File: config.mk
export PLATFORM = sky130hd
export DESIGN_NAME = lane_target_game
export DESIGN_NICKNAME = d
export VERILOG_FILES = /design/src/rtl/lane_target_game.sv
export SDC_FILE = /design/constraint.sdc
export NUM_CORES = 1
export LEC_CHECK = 0
export ABC_AREA = 0
export CORE_ASPECT_RATIO = 0.9
export CORE_MARGIN = 2
export CORE_UTILIZATION = 46
export CTS_CLUSTER_SIZE = 16
export DETAILED_ROUTE_END_ITERATION = 8
export PLACE_DENSITY_LB_ADDON = 0.1
export SLEW_MARGIN = 10
export SYNTH_ARGS = -nofsm -noshare
export SYNTH_HDL_FRONTEND = slang
export SYNTH_SLANG_ARGS = --single-unit
File: constraint.sdc
create_clock -name clk -period 4.85 [get_ports clk]
set_clock_uncertainty 0.15 [all_clocks]
set_input_delay 0.485 -clock clk [delete_from_list [all_inputs] [get_ports clk]]
set_output_delay 0.485 -clock clk [all_outputs]
set_load 0.02 [all_outputs]
File: src/rtl/lane_target_game.sv
// Scrolling-lane target game core: game FSM, BCD score, countdown,
// miss counter, LFSR target spawn and LED matrix row scan.
module lane_target_game #(
  parameter int LANES    = 3,
  parameter int LANE_H   = 2,
  parameter int COLS     = 16,
  parameter int MODE     = 0,
  parameter int TICK_DIV = 50000000,
  parameter int STEP_DIV = 15000000,
  parameter int SCAN_DIV = 5000,
  parameter int LED_STEP = 20
) (
  input  logic             clk,
  input  logic             reset,
  input  logic             start,
  input  logic [1:0]       level,
  input  logic [LANES-1:0] hit,
  output logic [1:0]       state,
  output logic [11:0]      score_bcd,
  output logic [7:0]       countdown,
  output logic [7:0]       misses,
  output logic [9:0]       led,
  output logic [7:0]       dot_row,
  output logic [COLS-1:0]  dot_col
);

  localparam int ROWS = LANES * LANE_H;
  localparam int TW = (TICK_DIV > 1) ? $clog2(TICK_DIV) : 1;
  localparam int SW = (STEP_DIV > 1) ? $clog2(STEP_DIV) : 1;
  localparam int CW = (SCAN_DIV > 1) ? $clog2(SCAN_DIV) : 1;

  typedef enum logic [1:0] {
    S_IDLE = 2'd0,
    S_PLAY = 2'd1,
    S_OVER = 2'd2
  } state_e;

  state_e                      state_q, state_d;
  logic [11:0]                 score_q, score_d;
  logic [9:0]                  score_bin_q, score_bin_d;
  logic [7:0]                  countdown_q, countdown_d;
  logic [7:0]                  misses_q, misses_d;
  logic [LANES-1:0][COLS-1:0]  lanes_q, lanes_d;
  logic [TW-1:0]               tick_cnt_q, tick_cnt_d;
  logic [SW-1:0]               step_cnt_q, step_cnt_d;
  logic [CW-1:0]               scan_cnt_q, scan_cnt_d;
  logic [2:0]                  row_q, row_d;
  logic [15:0]                 lfsr_q, lfsr_d;
  logic [7:0]                  dot_row_q, dot_row_d;
  logic [COLS-1:0]             dot_col_q, dot_col_d;
  logic                        start_r1_q, start_r1_d;
  logic                        start_r2_q, start_r2_d;
  logic [LANES-1:0]            hit_r1_q, hit_r1_d;
  logic [LANES-1:0]            hit_r2_q, hit_r2_d;

  logic                        start_e;
  logic [LANES-1:0]            hit_e;
  logic                        hit_any;
  int                          hit_k;
  int                          spawn_k;
  logic                        do_init;
  logic                        valid;
  logic                        do_shift;
  logic                        do_spawn;
  logic [3:0]                  miss_add;
  logic [8:0]                  miss_sum;
  logic [7:0]                  lvl_bcd;
  logic [LANES-1:0][COLS-1:0]  lanes_n;

  always_comb begin
    state_d     = state_q;
    score_d     = score_q;
    score_bin_d = score_bin_q;
    countdown_d = countdown_q;
    misses_d    = misses_q;
    lanes_d     = lanes_q;
    tick_cnt_d  = tick_cnt_q;
    step_cnt_d  = step_cnt_q;
    scan_cnt_d  = scan_cnt_q;
    row_d       = row_q;
    dot_row_d   = dot_row_q;
    dot_col_d   = dot_col_q;
    lfsr_d      = {lfsr_q[14:0],
                   lfsr_q[15] ^ lfsr_q[13] ^ lfsr_q[12] ^ lfsr_q[10]};
    start_r1_d  = start;
    start_r2_d  = start_r1_q;
    hit_r1_d    = hit;
    hit_r2_d    = hit_r1_q;
    start_e     = start_r1_q & ~start_r2_q;
    hit_e       = hit_r1_q & ~hit_r2_q;
    hit_any     = 1'b0;
    hit_k       = 0;
    spawn_k     = int'(lfsr_q[7:0]) % LANES;
    do_init     = 1'b0;
    valid       = 1'b0;
    do_shift    = 1'b0;
    do_spawn    = 1'b0;
    miss_add    = '0;
    miss_sum    = '0;
    lanes_n     = lanes_q;

    unique case (level)
      2'd0:    lvl_bcd = 8'h30;
      2'd1:    lvl_bcd = 8'h60;
      2'd2:    lvl_bcd = 8'h90;
      default: lvl_bcd = 8'h99;
    endcase

    // Lowest-numbered lane wins when several keys rise together
    for (int k = LANES - 1; k >= 0; k--) begin
      if (hit_e[k]) begin
        hit_any = 1'b1;
        hit_k   = k;
      end
    end

    unique case (state_q)
      S_IDLE: begin
        countdown_d = lvl_bcd;
        do_init     = start_e;
      end
      S_PLAY: begin
        if (tick_cnt_q == TW'(TICK_DIV - 1)) begin
          tick_cnt_d = '0;
          if (countdown_q == 8'h01 || countdown_q == 8'h00) begin
            countdown_d = 8'h00;
            state_d     = S_OVER;
          end else if (countdown_q[3:0] == 4'd0) begin
            countdown_d = {countdown_q[7:4] - 4'd1, 4'd9};
          end else begin
            countdown_d = countdown_q - 8'd1;
          end
        end else begin
          tick_cnt_d = tick_cnt_q + TW'(1);
        end

        for (int k = 0; k < LANES; k++) begin
          if (hit_any && k == hit_k) begin
            if (lanes_n[k][0]) begin
              valid         = 1'b1;
              lanes_n[k][0] = 1'b0;
            end else begin
              miss_add = miss_add + 4'd1;
            end
          end
        end

        if (valid && MODE == 0) begin
          do_shift = 1'b1;
          do_spawn = 1'b1;
        end

        // Step sees lanes after the hit was cleared
        if (MODE == 1) begin
          if (step_cnt_q == SW'(STEP_DIV - 1)) begin
            step_cnt_d = '0;
            do_shift   = 1'b1;
            do_spawn   = lfsr_q[8];
            for (int k = 0; k < LANES; k++) begin
              miss_add = miss_add + {3'd0, lanes_n[k][0]};
            end
          end else begin
            step_cnt_d = step_cnt_q + SW'(1);
          end
        end

        for (int k = 0; k < LANES; k++) begin
          if (do_shift) lanes_n[k] = lanes_n[k] >> 1;
          if (do_spawn && k == spawn_k) lanes_n[k][COLS-1] = 1'b1;
        end
        lanes_d = lanes_n;

        miss_sum = {1'b0, misses_q} + {5'd0, miss_add};
        misses_d = miss_sum[8] ? 8'hFF : miss_sum[7:0];

        if (valid && score_bin_q != 10'd999) begin
          score_bin_d = score_bin_q + 10'd1;
          if (score_q[3:0] != 4'd9) begin
            score_d[3:0] = score_q[3:0] + 4'd1;
          end else begin
            score_d[3:0] = 4'd0;
            if (score_q[7:4] != 4'd9) begin
              score_d[7:4] = score_q[7:4] + 4'd1;
            end else begin
              score_d[7:4]  = 4'd0;
              score_d[11:8] = score_q[11:8] + 4'd1;
            end
          end
        end
      end
      S_OVER: begin
        do_init = start_e;
      end
      default: begin
        state_d = S_IDLE;
      end
    endcase

    if (do_init) begin
      state_d     = S_PLAY;
      score_d     = '0;
      score_bin_d = '0;
      misses_d    = '0;
      tick_cnt_d  = '0;
      step_cnt_d  = '0;
      countdown_d = lvl_bcd;
      for (int k = 0; k < LANES; k++) begin
        lanes_d[k]      = '0;
        lanes_d[k][3*k] = 1'b1;
      end
    end

    if (scan_cnt_q == CW'(SCAN_DIV - 1)) begin
      scan_cnt_d = '0;
      dot_row_d  = ~(8'h80 >> row_q);
      for (int k = 0; k < LANES; k++) begin
        if (int'(row_q) / LANE_H == k) dot_col_d = lanes_q[k];
      end
      row_d = (row_q == 3'(ROWS - 1)) ? 3'd0 : row_q + 3'd1;
    end else begin
      scan_cnt_d = scan_cnt_q + CW'(1);
    end
  end

  always_ff @(posedge clk) begin
    if (reset) begin
      state_q     <= S_IDLE;
      score_q     <= '0;
      score_bin_q <= '0;
      countdown_q <= 8'h30;
      misses_q    <= '0;
      lanes_q     <= '0;
      tick_cnt_q  <= '0;
      step_cnt_q  <= '0;
      scan_cnt_q  <= '0;
      row_q       <= '0;
      lfsr_q      <= 16'hACE1;
      dot_row_q   <= 8'hFF;
      dot_col_q   <= '0;
      start_r1_q  <= 1'b0;
      start_r2_q  <= 1'b0;
      hit_r1_q    <= '0;
      hit_r2_q    <= '0;
    end else begin
      state_q     <= state_d;
      score_q     <= score_d;
      score_bin_q <= score_bin_d;
      countdown_q <= countdown_d;
      misses_q    <= misses_d;
      lanes_q     <= lanes_d;
      tick_cnt_q  <= tick_cnt_d;
      step_cnt_q  <= step_cnt_d;
      scan_cnt_q  <= scan_cnt_d;
      row_q       <= row_d;
      lfsr_q      <= lfsr_d;
      dot_row_q   <= dot_row_d;
      dot_col_q   <= dot_col_d;
      start_r1_q  <= start_r1_d;
      start_r2_q  <= start_r2_d;
      hit_r1_q    <= hit_r1_d;
      hit_r2_q    <= hit_r2_d;
    end
  end

  always_comb begin
    led = '0;
    for (int i = 0; i < 10; i++) begin
      led[i] = (int'(score_bin_q) >= (i + 1) * LED_STEP);
    end
  end

  assign state     = state_q;
  assign score_bcd = score_q;
  assign countdown = countdown_q;
  assign misses    = misses_q;
  assign dot_row   = dot_row_q;
  assign dot_col   = dot_col_q;

endmodule

==> key figures, run 1 <==
Power
  • Comb power frac: 11.0%
  • Internal: 2.51 mW
  • Sequential power share: 45.5%
  • Switching part of the total: 24.8%
  • Switching power: 0.827 mW
  • Power Dens Cells: 327 nW/um^2
  • Worst VDD drop: 217 uV
  • Leak: 3.68 nW
  • Clock power share: 43.5%

Clock network
  • Clk slew on worst S/H paths: 0.06 ns
  • Clock Sinks: 178
  • TritonCTS clock tree: done
  • Htree depth: 4
  • CTS Buf Count: 17
  • Longest Clk Path Bufs: 2
  • Root Buffer: clkbuf_16
  • Clock Latency Late Sink: 0.42 ns
  • Setup Buffers After CTS: 0

Synth
  • Synth async-reset ratio: 0%
  • Synthesized area per cell: 7.99 um^2
  • Synth top area share: 40.9%
  • Register area share after synthesis: 40.9%
  • Top_reg_cell synth: dfxtp_1
  • Mapped Nets: 1114
  • Netlist cell types: 81
  • Cell area after synthesis: 8710 um^2
  • Area contributors post-synth: dfxtp_1 (41%), nor2_1 (6.5%), nand2_1 (5.9%)
  • Largest area contributor in the netlist: dfxtp_1
  • Post-Synthesis Cells: 1089
  • Post-synth EDFFs: 0
  • Seq cells post-synth: 178
  • Syn. warnings: 0

Detailed routing
  • First-pass DRT Iterations: 4
  • Avg WL per Cell: 13.9 um
  • Routed vias/inst: 5.35
  • DRC Markers: 0
  • Overall routed net length: 19.3 mm
  • Antenna Nets Post-Route: 0
  • DR vias: 7407
  • Initial DRC Count: 475

Setup path
  • Worst path required time: 5.04 ns
  • Critical Path Sink Type: flop
  • Top cell by count, worst path: ha_1
  • CP arrival: 4.69 ns
  • CP Class: flop to flop
  • Crit path max-delay cell type: a2111oi_4
  • Worst setup path startpoint: lfsr_q[7]
  • Crit path launch type: flop
  • FF-to-FF setup slack: 0.35 ns
  • Worst r2r src: lfsr_q[7]
  • Worst path max stage delay: 0.47 ns
  • Crit-path cells: ha_1 -> and4bb_1 -> a2111oi_4 -> nor2_2 -> nor2_1 -> a2111oi_4 -> ha_1 -> inv_1 -> nand2_1 -> a211o_1 -> a21oi_1 -> and2b_4 -> xnor2_1 -> ha_1 -> nor2_1 -> and3_1 -> and2_4 -> o31a_1 -> o31ai_2
  • CP max FO: 6

Timing
  • RSZ-0062 raised after global routing: false
  • Slew Limit Fails: 0
  • WHS: 0.260 ns
  • Final period util: 92.9%
  • Setup WS post-layout: 0.347 ns
  • Setup TNS: 0 ns
  • Final setup violation count: 0
  • Fmax: 222 MHz
  • Max-slew headroom: 35.7%
  • Final Hold Viols: 0
  • Measured slew at the worst slew-check pin: 0.965 ns
  • Fin crit period: 4.50 ns

Floorplan
  • Die width: 149 um
  • Chip height: 135 um
  • Core Rows: 47
  • I/O Pins: 72
  • Die area: 20000 um^2
  • Initial Util: 47.1%
  • Core area: 18500 um^2

Layout
  • Layout net count: 1151
  • Final Util: 55.2%
  • Layout cells sized above 1: 7.46%
  • Area grow syn2layout: 17.2%
  • # diodes: 0

Global routing
  • Largest net degree at the start of global routing: 68
  • First-pass GRT wire length: 32.6 mm
  • Initial antenna violation count: 0
  • GRT Util Overall: 19.6%
  • Remaining global-route overflow: 0
  • Vias in the first global route: 6743

Placed design
  • Hpwl dp: 12.6 mm
  • Worst slack at placement: 0.341 ns
  • RD Place Congestion: 0.815
  • Port bufs: 71

Min path
  • Hold WC Path Type: flop to flop
  • HP Start: lfsr_q[14]

Job
  • Number of max-cap violations: 0

Status
  • Status: completed
[stage by stage]
step           std cells  cell area, um^2  total power, mW
2_1_floorplan       1089             8710             1.82
6_report            1384            10200             3.33
5_1_grt             1384            10200             3.47
3_3_place_gp        1352             9560             1.91
3_5_place_dp        1352             9560             1.91
4_1_cts             1384            10200             3.36
[cell usage in the layout, fill, tap and decap left out, types with 4 or more instances in the layout]
master             n
nor2b_1           39
inv_1             19
xnor2_1           24
clkdlybuf4s50_1   70
or3_1              7
and4_1             5
a31oi_1            8
a21oi_1           96
a211o_1            4
buf_4             15
ha_1              16
clkbuf_16         17
mux2i_1            6
nand4_1           19
nor2_1           151
a21o_1             5
nor3_1            39
bufinv_16          4
and2_1             5
nand2b_1          12
nor4b_1            5
o21ai_0           35
nand3_1           27
a211oi_1          22
o21bai_1           4
nor3b_1           11
dfxtp_1          175
nor4_1            11
xor2_1            34
nand2_1          138
or2_2             14
o211ai_1           7
and3_1            12
[timing repair]
item,in CTS,in global routing
endpoints found under the setup margin,0,3
hold buffers,0,0
endpoints found under the hold margin,0,0
resized for setup,0,4
[area by class of cell]
class | count | area, um^2
Clock buffer | 20 | 437
Clock inverter | 12 | 180
Fill cell | 1770 | 8260
Inverter | 20 | 75.1
Multi-Input combinational cell | 823 | 4820
Sequential cell | 178 | 3570
Tap cell | 245 | 307
Timing Repair Buffer | 86 | 818
[routing by layer]
| metal | share of wire [%] | track usage [%] |
|---|---|---|
| met1 | 51 | 27.4 |
| met2 | 44 | 31.3 |
| met3 | 3.9 | 4.09 |
| met4 | 0.65 | 4.44 |
| met5 | 0 | 0 |
[cell usage after synthesis (3+ instances only)]
master    instances
buf_2             7
o22ai_1           3
nor2_1          151
and4_1            5
a211o_1           4
a21oi_1          97
dfxtp_1         178
nor3b_1          11
nand2_1         138
and3_1           12
inv_1            19
nand3_1          27
o21bai_1          4
nor4b_1           5
or2_2            14
a21o_1            5
nor3_1           40
a211oi_1         22
mux2_2            3
clkbuf_1         51
ha_1             16
xnor2_1          24
buf_1             8
nand4_1          19
nand3b_1          3
o211ai_1          7
o21ai_0          35
nand2b_1         12
and3b_1           3
xor2_1           34
nor4_1           11
and2_1            5
or3_1             7
a31oi_1           8
nor2b_1          39
mux2i_1           6
[worst paths after layout]
| check | depth (start not counted) | end |
|---|---|---|
| setup / recovery | 19 | lanes_q[31] |
| hold / removal | 1 | lfsr_q[15] |
| setup reg to reg | 19 | lanes_q[31] |
| hold reg to reg | 1 | lfsr_q[15] |
[power by group through the flow]
| stage | clock (mW) | sequential [mW] | combinational, mW |
|---|---|---|---|
| finish | 1.45 | 1.52 | 0.367 |
| floorplan | 0 | 1.54 | 0.283 |
| detailed placement | 0 | 1.55 | 0.361 |
| global route | 1.54 | 1.52 | 0.405 |
| global placement | 0 | 1.55 | 0.358 |
| CTS | 1.48 | 1.52 | 0.364 |
[worst max-delay path, delay by kind of cell (launching register included)]
| kind | cells | cell delay, ns |
|---|---|---|
| adder cells (fa/ha/maj) | 3 | 0.84 |
| buffers and inverters | 1 | 0.09 |
| AND/OR/NAND/NOR | 8 | 1.38 |
| AO/OA/AOI/OAI | 6 | 1.44 |
| flip-flops | 1 | 0.31 |
| XOR/XNOR | 1 | 0.19 |
[registers in the layout, indices dropped and copies added (netlist names), 8 cells and up]
signal	flops
dot_row	8
countdown	8
dot_col	16
tick_cnt_q	26
scan_cnt_q	13
lanes_q	48
score_bin_q	10
misses	8
lfsr_q	16
score_bcd	12
[cell families after synthesis]
| group | synth area share, % |
|---|---|
| xor gates and xnor gates | 5.84 |
| AOI/OAI and AO/OA | 16.0 |
| adders and majority gates | 2.53 |
| and+or+nand+nor | 29.5 |
| buffers and inverters | 4.07 |
| DFF | 40.9 |
| muxes | 1.21 |
Note: power is estimated with default switching activity, not from simulation.
==> run 2: changes to the inputs <==
- CORE_ASPECT_RATIO: 0.9 -> 0.8
==> key figures, run 2 (synthesized netlist as in run 1, its figures left out) <==
Status
  • Status: completed (unchanged)

Layout
  • Commonest non-fill, non-tap cells in the layout: dfxtp_1 (177), nor2_1 (151), nand2_1 (138) (was dfxtp_1 (175), nor2_1 (151), nand2_1 (138))
  • Top reg by flops: lanes_q (unchanged)
  • Area grow syn2layout: 17.1% (was 17.2%)
  • # diodes: 0 (unchanged)
  • Layout net count: 1154 (was 1151)
  • Flip-flop count of the largest register after layout: 48 (unchanged)
  • Layout cells sized above 1: 7.79% (was 7.46%)
  • Commonest non-fill, non-tap cell in the layout: dfxtp_1 (unchanged)
  • Top flop regs: lanes_q: 48 flops, tick_cnt_q: 26 flops (unchanged)
  • Filler Cells Inserted: 1720 (was 1770)

Timing
  • Setup TNS: 0 ns (unchanged)
  • Final Hold Viols: 0 (unchanged)
  • Final setup violation count: 0 (unchanged)
  • Measured slew at the worst slew-check pin: 0.980 ns (was 0.965 ns)
  • Slew Limit Fails: 0 (unchanged)
  • Fmax: 227 MHz (was 222 MHz)
  • Fin crit period: 4.40 ns (was 4.50 ns)
  • WHS: 0.260 ns (about the same)
  • Final period util: 90.8% (was 92.9%)
  • RSZ-0062 raised after global routing: false (unchanged)
  • Max-slew headroom: 34.7% (was 35.7%)

Power
  • Leak: 3.68 nW (about the same)
  • Power Dens Cells: 319 nW/um^2 (was 327 nW/um^2)
  • Comb power frac: 11.6% (was 11.0%)
  • Internal: 2.34 mW (was 2.51 mW)
  • Worst VDD drop: 180 uV (was 217 uV)
  • Switching part of the total: 28.2% (was 24.8%)
  • Switching power: 0.919 mW (was 0.827 mW)
  • Clock power share: 41.9% (was 43.5%)
  • Sequential power share: 46.5% (was 45.5%)

Setup path
  • Crit-path cells: buf_4 -> nor4b_1 -> a31o_1 -> or3_1 -> nor3_1 -> a2111oi_2 -> ha_1 -> inv_1 -> nand2_1 -> a211o_1 -> a21oi_1 -> and2b_4 -> xnor2_1 -> ha_1 -> nor2_1 -> and3_1 -> and2_4 -> a211oi_2 -> o31ai_1 (was ha_1 -> and4bb_1 -> a2111oi_4 -> nor2_2 -> nor2_1 -> a2111oi_4 -> ha_1 -> inv_1 -> nand2_1 -> a211o_1 -> a21oi_1 -> and2b_4 -> xnor2_1 -> ha_1 -> nor2_1 -> and3_1 -> and2_4 -> o31a_1 -> o31ai_2)
  • Critical Path Sink: lanes_q[47] (was lanes_q[31])
  • Top cell by count, worst path: ha_1 (unchanged)
  • Critical Path Sink Type: flop (unchanged)
  • Worst path required time: 4.99 ns (was 5.04 ns)
  • CP arrival: 4.54 ns (was 4.69 ns)
  • R2R cell count: 19 (unchanged)
  • Worst path max stage delay: 0.48 ns (was 0.47 ns)
  • FF-to-FF setup slack: 0.45 ns (was 0.35 ns)
  • Worst r2r src: lfsr_q[4] (was lfsr_q[7])
  • Crit path max-delay cell type: dfxtp_1 (was a2111oi_4)
  • Crit Reg-Reg Endpoint: lanes_q[47] (was lanes_q[31])
  • Worst setup path startpoint: lfsr_q[4] (was lfsr_q[7])
  • CP Class: flop to flop (unchanged)
  • CP max FO: 16 (was 6)
  • Crit path launch type: flop (unchanged)

Global routing
  • Largest net degree at the start of global routing: 68 (unchanged)
  • Remaining global-route overflow: 0 (unchanged)
  • First-pass GRT wire length: 33.6 mm (was 32.6 mm)
  • Vias in the first global route: 6950 (was 6743)
  • Initial antenna violation count: 0 (unchanged)
  • GRT Util Overall: 20.3% (was 19.6%)

Job
  • Number of max-cap violations: 0 (unchanged)

Floorplan
  • Initial Util: 47.5% (was 47.1%)
  • Core area: 18300 um^2 (was 18500 um^2)
  • I/O Pins: 72 (unchanged)
  • Chip height: 127 um (was 135 um)
  • Die width: 158 um (was 149 um)
  • Core Rows: 44 (was 47)
  • Die area: 20000 um^2 (about the same)

Clock network
  • PostCTS Resize Cnt: 0 (unchanged)
  • Number of hold buffers added after cts: 0 (unchanged)
  • Root Buffer: clkbuf_16 (unchanged)
  • Longest Clk Path Bufs: 2 (unchanged)
  • Clk slew on worst S/H paths: 0.07 ns (was 0.06 ns)
  • CTS Buf Count: 17 (unchanged)
  • Htree depth: 4 (unchanged)
  • Clock Sinks: 178 (unchanged)
  • Clock Latency Late Sink: 0.43 ns (was 0.42 ns)
  • TritonCTS clock tree: done (unchanged)
  • Setup Buffers After CTS: 0 (unchanged)

Detailed routing
  • Initial DRC Count: 528 (was 475)
  • Routed vias/inst: 5.37 (was 5.35)
  • DRC Markers: 0 (unchanged)
  • Avg WL per Cell: 14.1 um (was 13.9 um)
  • DR vias: 7488 (was 7407)
  • First-pass DRT Iterations: 4 (unchanged)
  • Antenna Nets Post-Route: 0 (unchanged)
  • Overall routed net length: 19.7 mm (was 19.3 mm)

Min path
  • Hold WC Path Type: flop to flop (unchanged)

Placed design
  • Port bufs: 71 (unchanged)
  • Hpwl dp: 12.8 mm (was 12.6 mm)
  • RD Place Congestion: 0.851 (was 0.815)
run 2: cell count changes in the layout (fill, tap and decap cells not counted), sizes merged:
cell / previous run / this run
clkinv: 5 / 8
inv: 21 / 25
clkbuf: 20 / 17
bufinv: 4 / 0
buf: 16 / 19
run 2: worst min-delay path by stage:
stage,start,endpoint,slack (ns),depth (start not counted)
2_1_floorplan,lfsr_q[9],lfsr_q[10],0.24,1
3_3_place_gp,lfsr_q[9],lfsr_q[10],0.24,1
3_5_place_dp,lfsr_q[14],lfsr_q[15],0.25,1
4_1_cts,lfsr_q[14],lfsr_q[15],0.26,1
5_1_grt,lfsr_q[9],lfsr_q[10],0.28,1
6_report,lfsr_q[14],lfsr_q[15],0.26,1
run 2: power groups by stage:
stage                     combinational, mW  clock [mW]  sequential, mW
after floorplan                       0.283           0            1.54
after global placement                0.371           0            1.54
after detailed placement              0.371           0            1.55
after CTS                             0.374        1.39            1.51
after global routing                  0.419        1.45            1.52
final                                 0.377        1.36            1.51
run 2: through the flow:
stage | power, mW | setup WS, ns | cell area (um^2) | utilization (%) | cells
2_1_floorplan | 1.82 | 0.396 | 8710 | - | 1089
3_3_place_gp | 1.92 | 0.615 | 9600 | 52.4 | 1363
3_5_place_dp | 1.92 | 0.557 | 9600 | 52.4 | 1363
4_1_cts | 3.27 | 0.526 | 10200 | 55.6 | 1395
5_1_grt | 3.39 | 0.100 | 10200 | 55.6 | 1395
6_report | 3.25 | 0.446 | 10200 | 55.6 | 1395
run 2: final cells by class:
class | count | area (um^2) | area share [%]
flip-flops and latches | 178 | 3560 | 35.0
clock buffers | 17 | 425 | 4.17
inverters | 20 | 75.1 | 0.737
repair buffers | 89 | 841 | 8.25
well taps | 253 | 317 | 3.11
clock inverters | 15 | 166 | 1.63
multi-input cells | 823 | 4800 | 47.1
run 2: per-layer routing:
metal / vias to the layer above / track usage (%) / share of wire [%]
met4: 0 / 4.28 / 0.77
met1: 3451 / 30.6 / 53
met5: - / 0 / 0
met3: 10 / 4.21 / 4.3
met2: 165 / 29.8 / 42
li1: 3862 / - / -
run 2: worst max-delay path: cells and delay by family (launching register included):
kind / cells / cell delay (ns)
AO/OA/AOI/OAI: 6 / 1.17
AND/OR/NAND/NOR: 8 / 1.49
buffers and inverters: 2 / 0.36
flip-flops: 1 / 0.48
XOR/XNOR: 1 / 0.16
adder cells (fa/ha/maj): 2 / 0.45
==> run 3: changes to the inputs <==
- CORE_MARGIN: 2 -> 5
- SLEW_MARGIN: 10 -> default
==> key figures, run 3 (synthesized netlist as in run 1, its figures left out) <==
Clock network
  • PostCTS Resize Cnt: 0 (unchanged)
  • CTS Buf Count: 17 (unchanged)
  • Clock Latency Late Sink: 0.43 ns (about the same)
  • Root Buffer: clkbuf_16 (unchanged)
  • Longest Clk Path Bufs: 2 (unchanged)
  • Clk slew on worst S/H paths: 0.07 ns (about the same)
  • Number of hold buffers added after cts: 0 (unchanged)
  • Clock Sinks: 178 (unchanged)
  • TritonCTS clock tree: done (unchanged)
  • Htree depth: 4 (unchanged)
  • Setup Buffers After CTS: 0 (unchanged)

Power
  • Leak: 3.71 nW (was 3.68 nW)
  • Sequential power share: 44.5% (was 46.5%)
  • Worst VDD drop: 214 uV (was 180 uV)
  • Internal: 2.52 mW (was 2.34 mW)
  • Clock power share: 44.4% (was 41.9%)
  • Switching power: 0.872 mW (was 0.919 mW)
  • Power, Total: 3.40 mW (was 3.25 mW)
  • Comb power frac: 11.0% (was 11.6%)
  • Switching part of the total: 25.7% (was 28.2%)
  • Power Dens Cells: 331 nW/um^2 (was 319 nW/um^2)

Layout
  • Top flop regs: lanes_q: 48 flops, tick_cnt_q: 26 flops (unchanged)
  • Layout net count: 1153 (was 1154)
  • Final instance area: 10200 um^2 (about the same)
  • Area grow syn2layout: 17.7% (was 17.1%)
  • # diodes: 0 (unchanged)
  • Layout cells sized above 1: 7.80% (was 7.79%)
  • Flip-flop count of the largest register after layout: 48 (unchanged)
  • Top reg by flops: lanes_q (unchanged)
  • Commonest non-fill, non-tap cells in the layout: dfxtp_1 (176), nor2_1 (151), nand2_1 (138) (was dfxtp_1 (177), nor2_1 (151), nand2_1 (138))
  • Commonest non-fill, non-tap cell in the layout: dfxtp_1 (unchanged)

Min path
  • Hold endpoint: lfsr_q[15] (unchanged)
  • Hold Crit Depth: 1 (unchanged)
  • Hold WC Path Type: flop to flop (unchanged)
  • HP Start: lfsr_q[14] (unchanged)

Setup path
  • Worst path required time: 4.99 ns (about the same)
  • Crit Reg-Reg Endpoint: lanes_q[47] (unchanged)
  • Crit path buf inv count: 1 (was 2)
  • Worst r2r src: lfsr_q[5] (was lfsr_q[4])
  • CP Class: flop to flop (unchanged)
  • Critical Path Sink Type: flop (unchanged)
  • Crit path launch type: flop (unchanged)
  • Worst path depth: 18 (was 19)
  • Cell family with most CP delay: simple AND/OR/NAND/NOR gates (unchanged)
  • CP max FO: 19 (was 16)
  • Worst path max stage delay: 0.66 ns (was 0.48 ns)
  • Crit path max-delay cell type: dfxtp_1 (unchanged)
  • R2R cell count: 18 (was 19)
  • CP arrival: 4.67 ns (was 4.54 ns)
  • FF-to-FF setup slack: 0.32 ns (was 0.45 ns)
  • Crit-path cells: nor3b_1 -> nor3_2 -> nor2_2 -> nor2_1 -> a2111oi_2 -> ha_1 -> inv_1 -> o311a_1 -> o31ai_2 -> a21oi_1 -> and2b_4 -> xnor2_1 -> ha_1 -> nor2_1 -> and3_1 -> and2_4 -> a211oi_2 -> o31ai_1 (was buf_4 -> nor4b_1 -> a31o_1 -> or3_1 -> nor3_1 -> a2111oi_2 -> ha_1 -> inv_1 -> nand2_1 -> a211o_1 -> a21oi_1 -> and2b_4 -> xnor2_1 -> ha_1 -> nor2_1 -> and3_1 -> and2_4 -> a211oi_2 -> o31ai_1)

Status
  • Status: completed (unchanged)

Floorplan
  • Chip height: 133 um (was 127 um)
  • Core area: 18800 um^2 (was 18300 um^2)
  • Die area: 21800 um^2 (was 20000 um^2)
  • Core Rows: 45 (was 44)
  • I/O Pins: 72 (unchanged)
  • Initial Util: 46.3% (was 47.5%)
  • Die width: 164 um (was 158 um)

Job
  • Number of max-cap violations: 0 (unchanged)

Timing
  • Measured slew at the worst slew-check pin: 0.985 ns (was 0.980 ns)
  • Final Hold Viols: 0 (unchanged)
  • Max-slew headroom: 34.3% (was 34.7%)
  • Final period util: 93.5% (was 90.8%)
  • Final setup violation count: 0 (unchanged)
  • Setup TNS: 0 ns (unchanged)
  • Fin crit period: 4.53 ns (was 4.40 ns)
  • Slew Limit Fails: 0 (unchanged)
  • RSZ-0062 raised after global routing: false (unchanged)
  • Fmax: 221 MHz (was 227 MHz)

Detailed routing
  • Initial DRC Count: 548 (was 528)
  • Antenna Nets Post-Route: 0 (unchanged)
  • Overall routed net length: 19.8 mm (was 19.7 mm)
  • Avg WL per Cell: 14.2 um (was 14.1 um)
  • DRC Markers: 0 (unchanged)
  • DR vias: 7403 (was 7488)
  • Routed vias/inst: 5.29 (was 5.37)
  • First-pass DRT Iterations: 5 (was 4)

Global routing
  • GRT Util Overall: 18.2% (was 20.3%)
  • Vias in the first global route: 6686 (was 6950)
  • First-pass GRT wire length: 33.2 mm (was 33.6 mm)
  • Remaining global-route overflow: 0 (unchanged)
  • Largest net degree at the start of global routing: 68 (unchanged)
  • Initial antenna violation count: 0 (unchanged)

Placed design
  • Post-DP Area: 9600 um^2 (about the same)
  • Port bufs: 71 (unchanged)
  • RD Place Congestion: 0.884 (was 0.851)
  • Hpwl dp: 12.9 mm (was 12.8 mm)
==> run 3: through the flow <==
stage               instances  setup WS (ns)  utilization (%)  hold WS, ns
floorplan                1089          0.396                -        0.239
global placement         1367          0.431             51.0        0.244
detailed placement       1367          0.367             51.0        0.247
CTS                      1399          0.336             54.5        0.263
global route             1399         0.0365             54.5        0.278
finish                   1399          0.317             54.5        0.261
==> run 3: worst reg2reg max path: cells and delay by family (launching register included) <==
kind	cells	cell delay, ns
compound gates	6	1.16
xor+xnor	1	0.30
fa+ha+maj	2	0.51
buf+inv	1	0.06
flops	1	0.66
simple gates	8	1.55
==> run 3: per-layer routing <==
| metal | vias to the layer above | share of wire [%] | track usage, % |
|---|---|---|---|
| met5 | - | 0 | 0 |
| met4 | 0 | 1.0 | 4.70 |
| met3 | 13 | 4.0 | 3.74 |
| met2 | 112 | 44 | 26.9 |
| met1 | 3423 | 51 | 27.0 |
| li1 | 3855 | - | - |
==> run 3: worst max path at each step <==
stage,from,end
after global routing,lfsr_q[5],lanes_q[47]
after detailed placement,lfsr_q[4],lanes_q[47]
after floorplan,lfsr_q[6],lanes_q[31]
after CTS,lfsr_q[4],lanes_q[47]
after global placement,lfsr_q[4],lanes_q[47]
final,lfsr_q[5],lanes_q[47]
==> run 3: power by group through the flow <==
| stage | Clock (mW) | Sequential, mW | Combinational [mW] |
|---|---|---|---|
| 2_1_floorplan | 0 | 1.54 | 0.283 |
| 4_1_cts | 1.54 | 1.51 | 0.373 |
| 3_3_place_gp | 0 | 1.55 | 0.365 |
| 5_1_grt | 1.61 | 1.52 | 0.413 |
| 3_5_place_dp | 0 | 1.55 | 0.368 |
| 6_report | 1.51 | 1.51 | 0.374 |
==> run 3: area by class of cell <==
cell class,count,area [um^2]
clock buffer,17,425
clock inverter,15,220
fill,1840,8560
inverter,20,75.1
multi-input combinational,823,4800
sequential,178,3570
tap,258,323
timing repair buffer,88,833
==> RTL edit: new RTL, flow settings as in run 1 <==
Make the reset (`reset`) asynchronous in one clocked block.
--- a/src/rtl/lane_target_game.sv
+++ b/src/rtl/lane_target_game.sv
@@ -222,7 +222,7 @@
     end
   end
 
-  always_ff @(posedge clk) begin
+  always_ff @(posedge clk or posedge reset) begin
     if (reset) begin
       state_q     <= S_IDLE;
       score_q     <= '0;
Check against the original RTL: differs if reset is asserted again (counterexample within 4 cycles, from zero or initial values and one cycle with reset high); with reset held inactive, the same outputs for 4 cycles.
==> RTL edit against run 1 <==
  * Sequential cell count did not move
  * Cell area up 7.9%
  * Non-clock buffer count increased by 2
  * Synthesized cell count shrank 4.2%
  * Synthesized area grew 8.7%
  * Cell count decreased by 1.7%
  * Routed wire length is 9.8% higher
  * Power is 16% higher
  * Worst setup slack worse by 0.083 ns
==> RTL edit: results (changes against run 1) <==
[run_status]
status=finished, final reports clean

[drt]
wl_um=21200  ; +9.8%
dr.first_iter.drc_count=485  ; +2.1%
wl_met3_um=713  ; -4.0%
m1WireLength_um=10800  ; +9.9%

[global_routing]
grtUsageMet1_pct=29.6  ; +2.3 points
grt_max_degree=179  ; +160%
grt_pass1_wl_um=36100  ; +11%

[place]
dp_slack_ns=0.121  ; -0.220 ns

[layout]
final_area_sq_mm=0.0110  ; +7.9%
drive_gt1_share_pct=10.1  ; +2.7 points

[sta]
worst_slew_pin_slew_ns=1.05  ; +0.0817 ns
holdWs_ns=0.203  ; -0.0574 ns

[power]
irDropWorstVdd_mv=0.239  ; +9.8%
power_density_mw_per_mm2=350  ; +7.1%
p_int_mw=2.68  ; +6.9%

[synthesis]
ys_seq_area_share_pct=47.3  ; +6.4 points
yosysUniqueCellTypes=87  ; +7.4%
ys.flop_type=dfrtp_1
muxShareOfSynthArea_pct=2.20  ; +0.99 points
synthTopCellsByCount=dfrtp_1 (160), nand2_1 (155), o21ai_0 (123)
synth_compound_area_share_pct=17.8  ; +1.8 points
synth.area.top_cells=dfrtp_1 (42%), o21ai_0 (6.5%), nand2_1 (6.1%), dfstp_2 (5.0%), nor2_1 (4.1%)

[setup_path]
crit_path_max_fanout=8  ; +2
r2r_end=lanes_q[31]
reg2reg_slack_ns=0.26  ; -0.08 ns

[RTL edit: how the worst max path moves through the flow]
stage | end | start | slack [ns]
after global routing | lanes_q[31] | lfsr_q[7] | -0.03
after CTS | lanes_q[31] | lfsr_q[7] | 0.09
final | lanes_q[31] | lfsr_q[7] | 0.26
after floorplan | lanes_q[15] | lfsr_q[6] | 0.08
after global placement | lanes_q[31] | lfsr_q[7] | 0.22
after detailed placement | lanes_q[31] | lfsr_q[7] | 0.12
[RTL edit: final cells by class]
type	count	share of cell area, %
sequential	178	40.7
timing repair buffer	88	7.73
tap	255	2.90
inverter	16	0.580
clock inverter	14	1.16
clock buffer	18	3.99
multi-input combinational	791	43.0
[RTL edit: worst register-to-register path, delay by kind of cell (launching register included)]
family / cells / cell delay, ns
simple gates: 6 / 1.41
compound gates: 7 / 1.36
fa+ha+maj: 3 / 0.70
flops: 1 / 0.53
buf+inv: 2 / 0.15
xor+xnor: 1 / 0.15
